$ cat src/rtl/elastic_pipe_reg.sv
// elastic_pipe_reg: DEPTH-stage valid/ready register pipeline with bubble collapsing and flush.
// Define ELASTIC_PIPE_OCCUPANCY_EN to add the occupancy output (popcount of stage valid bits).
module elastic_pipe_reg #(
    parameter int WIDTH = 8,
    parameter int DEPTH = 4
) (
    input  logic             clk,
    input  logic             rst,
    input  logic             flush,
    input  logic             in_valid,
    output logic             in_ready,
    input  logic [WIDTH-1:0] in_data,
    output logic             out_valid,
    input  logic             out_ready,
    output logic [WIDTH-1:0] out_data
`ifdef ELASTIC_PIPE_OCCUPANCY_EN
    ,
    output logic [$clog2(DEPTH+1)-1:0] occupancy
`endif
);
    logic [DEPTH-1:0] valid;
    logic [DEPTH-1:0] move;
    logic [DEPTH-1:0] ready;
    logic [DEPTH-1:0] up_valid;
    logic [WIDTH-1:0] data    [DEPTH];
    logic [WIDTH-1:0] up_data [DEPTH];
    logic             m;

    // Resolve movement from the output end backwards so a stage may advance into a slot being vacated.
    always_comb begin
        m = valid[DEPTH-1] & out_ready;
        move = '0;
        move[DEPTH-1] = m;
        for (int k = DEPTH - 2; k >= 0; k--) begin
            m = valid[k] & (~valid[k+1] | m);
            move[k] = m;
        end
        ready = ~valid | move;
    end

    always_comb begin
        up_valid = '0;
        up_valid[0] = in_valid;
        up_data[0] = in_data;
        for (int k = 1; k < DEPTH; k++) begin
            up_valid[k] = valid[k-1];
            up_data[k] = data[k-1];
        end
    end

    assign in_ready  = ready[0] & ~flush & ~rst;
    assign out_valid = valid[DEPTH-1] & ~flush;
    assign out_data  = data[DEPTH-1];

    always_ff @(posedge clk) begin
        if (rst) begin
            valid <= '0;
            for (int k = 0; k < DEPTH; k++) data[k] <= '0;
        end else if (flush) begin
            valid <= '0;
        end else begin
            for (int k = 0; k < DEPTH; k++) begin
                if (ready[k]) begin
                    valid[k] <= up_valid[k];
                    if (up_valid[k]) data[k] <= up_data[k];
                end
            end
        end
    end

`ifdef ELASTIC_PIPE_OCCUPANCY_EN
    always_comb begin
        occupancy = '0;
        for (int k = 0; k < DEPTH; k++) occupancy = occupancy + ($clog2(DEPTH+1))'(valid[k]);
    end
`endif
endmodule

$ cat config.mk
export PLATFORM = sky130hd
export DESIGN_NAME = elastic_pipe_reg
export DESIGN_NICKNAME = d
export VERILOG_FILES = /design/src/rtl/elastic_pipe_reg.sv
export SDC_FILE = /design/constraint.sdc
export NUM_CORES = 1
export LEC_CHECK = 0
export ABC_AREA = 1
export CORE_ASPECT_RATIO = 0.9
export CORE_MARGIN = 8
export CORE_UTILIZATION = 30
export CTS_BUF_LIST = sky130_fd_sc_hd__clkbuf_2 sky130_fd_sc_hd__clkbuf_4 sky130_fd_sc_hd__clkbuf_8
export DETAILED_ROUTE_END_ITERATION = 6
export SLEW_MARGIN = 20
export SYNTH_ARGS = -nofsm -noshare
export SYNTH_HDL_FRONTEND = slang
export SYNTH_SLANG_ARGS = --single-unit
$ cat constraint.sdc
create_clock -name clk -period 2.21 [get_ports clk]
set_clock_uncertainty 0.15 [all_clocks]
set_input_delay 0.442 -clock clk [delete_from_list [all_inputs] [get_ports clk]]
set_output_delay 0.442 -clock clk [all_outputs]
set_load 0.005 [all_outputs]
# == After elaboration in Yosys (flattened, before gate mapping) ==
# Memory sizes are Yosys's and may differ from the RTL's.
# Index checks and enable logic that the tools add are counted.
# classes
n_mux,26
bitwise,21
n_reduce_logical,1
# op_table
cell,n
$mux 8,4
$mux 1,22
$and 1x1->1,7
$or 1x1->1,7
$not 1->1,5
$not 4->4,1
$or 4x4->4,1
$reduce_or 2->1,1
# word_totals
ff_bits,4
ram_bits,32
input_bits,13
output_inout_bits,10
wordCells,53
mem_count,1
# mem_list
name,depth,word_bits,rd,rd_ports_with_merged_regs,write_ports,line,rtl
data,4,8,4,0,4,25,logic [WIDTH-1:0] data [DEPTH];

# == Depth between registers and ports, before layout ==
# logic_depth
word_depth,13
depth_mapped,5
depth_no_buf,5

# == Worst setup path after synthesis ==
# OpenSTA, ideal clock, no wires.
# synth_path
path_type,input-to-reg
startpoint,input port out_ready
endpoint,memory data[2][0] (enable)
setup_time_ns,0.384
arrival_time_ns,1.302
required_ns,1.676
setup_slack_ns,0.374
stages,4
path_buffers,0
cell_sequence,nor2_4 > nand2_1 > nand2_1 > o21ai_0
# synth_lines
element,line,rtl
start: declaration,14,"input logic out_ready,"
end: declaration,25,

# == Worst setup path after layout ==
# layout_path
startpoint,input port flush
endpoint,output port out_valid
# layout_between
elab_chain_len,2
# layout_rtl
element,line,rtl
start: declaration,9,"input logic flush,"
$not 1->1,52,assign out_valid = valid[DEPTH-1] & ~flush;
$and 1x1->1,52,
end: declaration,13,"output logic out_valid,"
# No other way between the ends.

==> results_dict.tcl <==
set metrics [dict create \
    wl_um 1990 \
    worst-slew-pin-transition_ns 0.314 \
    outcome "completed" \
    row_count 24 \
    report.final.hold_viol_count 0 \
    startpoint_type "input pin" \
    routedWlPerCell_um 8.51 \
    ys_top_cells_by_area "edfxtp_1 (64%), inv_1 (9.8%), nor2_1 (8.5%), dfxtp_1 (5.3%), nand3_4 (4.7%)" \
    whs_ns 0.391 \
    finalSetupTns_ns 0 \
    maxSlewHeadroom_pct 79.0 \
    gpl.final_weighted_congestion 0.724 \
    drive_gt1_share_pct 14.8 \
    synth.distinct_cells 14 \
    power.combinational.fraction_pct 6.5 \
    tritonroute_pass_1_iters 5 \
    drt_first_iter_violations 46 \
    num-nets-final 182 \
    report.power.total_uw 1300 \
    switching_power_uw 243 \
    worstSetupPathType "in -> out" \
    grt_setup_unrepaired "no" \
    syn_area_um2 1500 \
    postCtsHoldBufs 0 \
    clock_tree.htree_level_count 2 \
    min-delay-path-class "reg -> reg" \
    ys_ff_latch 36 \
    route.detailed.drc 0 \
    grt_start_max_net_pins 11 \
    die_y_um 83.1 \
    power.density_cell_area_nw_per_um2 666 \
    finalMaxSlewViolations 0 \
    postRouteAntennaNets 0 \
    yosys_most_used_dff "edfxtp_1" \
    synth_sequential_area_ratio_pct 69.4 \
    yosys.cell_count.top_type "inv_1" \
    synth.avg_cell_area_um2 11.4 \
    io-pin-count 23 \
    required_worst_endpoint_ns 1.62 \
    layout_min_cycle_time_ns 2.12 \
    numClockSinks 36 \
    port_buffers 22 \
    post_synth_most_frequent_cells "inv_1 (39), nor2_1 (34), edfxtp_1 (32)" \
    cts_made_buffers 5 \
    yosys.area.top_type "edfxtp_1" \
    setup_viol 0 \
    cp_max_fo 4 \
    async_reset_ff_share_pct 0 \
    critPathArrivalTime_ns 1.52 \
    dieArea_um2 7520 \
    clockPowerShare_pct 33.5 \
    fillCellCount 485 \
    grt_util_all_layers_pct 6.14 \
    final_antenna_diode_count 0 \
    synth_edf_count 32 \
    grt_antenna_before_repair 0 \
    hpwlAfterDp_um 1560 \
    synth.net_count 144 \
    pwr-share-seq_pct 60.0 \
    fmaxAchievable_ghz 0.473 \
    grt_pass1_vias 881 \
    min_period_over_period_pct 95.7 \
    vdd_ir_drop_max_mv 0.320 \
    clk_latency_ns 0.27 \
    clock_tree.buffer_depth 2 \
    switching_share_pct 18.8 \
    path_clk_slew_ns 0.06 \
    synthCells 131 \
    synth_top_area_share_pct 64.1 \
    grt_pass1_wl_um 3700 \
    cellInternalPower_uw 1050 \
    vias 878 \
    tritoncts "done" \
    core-area_um2 4830 \
    layout-area-overhead-vs-synth_pct 30.0 \
    total_leakage_power_uw 0.000808 \
    via_per_instance_ratio 3.75 \
    critical_path.endpoint_type "output pin" \
    final_util_pct 40.3 \
    initial_utilization_pct 31.0 \
    dieWidth_um 90.5 \
    globalRoute.totalOverflow 0 \
    drv_cap 0 \
    buffer_cell_driving_the_clock_tree_root "clkbuf_8" \
    total_of_warnings_raised_by_yosys 0 \
]
==> worst max-delay path, cell delays in order <==
cell and delay, ns:
dlygate4sd2_1 0.29, buf_4 0.17, nor2_1 0.10, clkdlybuf4s50_1 0.51
==> placed cells by master, fill, tap and decap left out, types with 2 or more instances in the layout <==
master / instances
a21oi_1: 4
buf_4: 9
clkbuf_4: 2
clkbuf_8: 5
clkdlybuf4s50_1: 19
dfxtp_1: 4
dlygate4sd2_1: 3
edfxtp_1: 32
inv_1: 39
inv_2: 2
nand2_1: 4
nand3_1: 3
nand3_4: 4
nor2_1: 34
==> metrics by stage <==
step	instance area, um^2	setup WS, ns	cells
after floorplan	1500	0.374	131
after global placement	1870	-0.189	227
after detailed placement	1870	-0.174	227
after CTS	1950	0.0883	234
after global routing	1950	0.0579	234
final	1950	0.0943	234
==> layer usage <==
metal	track usage (%)	wire (um)	vias up
li1	-	-	479
met1	6.47	899	364
met2	9.29	885	31
met3	3.06	156	4
met4	4.53	50	0
met5	0	0	-
==> logic make-up after synthesis <==
group | share of synthesized area [%]
AOI/OAI and AO/OA | 2.17
buffers and inverters | 10.3
DFF | 69.4
and+or+nand+nor | 18.1
==> worst paths after layout <==
path | end | depth (start not counted) | slack (ns) | start
hold reg to reg | valid[1] | 2 | 0.39 | valid[0]
setup / recovery | out_valid | 4 | 0.09 | flush
hold / removal | valid[1] | 2 | 0.39 | valid[0]
setup reg to reg | data[0][5] | 4 | 0.73 | valid[2]
==> flip-flops by register name (all words and copies together) (netlist names) <==
signal and count:
data 32, valid 4
==> cell type report <==
cell class	instances	area [um^2]	area share, %
flip-flops and latches	36	1040	53.4
repair buffers	31	284	14.6
clock buffers	7	83.8	4.30
inverters	41	154	7.90
well taps	65	81.3	4.17
multi-input cells	54	304	15.6
==> repair_timing <==
action                                  in CTS  in global routing
gates resized for setup                      3                  0
setup buffers                                0                  0
endpoints found under the setup margin       2                  0
==> power by group through the flow <==
stage          combinational (uW)  sequential (uW)  clock (uW)
6_report                     84.8              778         434
5_1_grt                      96.3              783         476
4_1_cts                      86.9              779         456
3_5_place_dp                 88.2              794           0
3_3_place_gp                 87.5              793           0
2_1_floorplan                35.3              793           0
No activity file was read; power rests on OpenSTA's default activity.
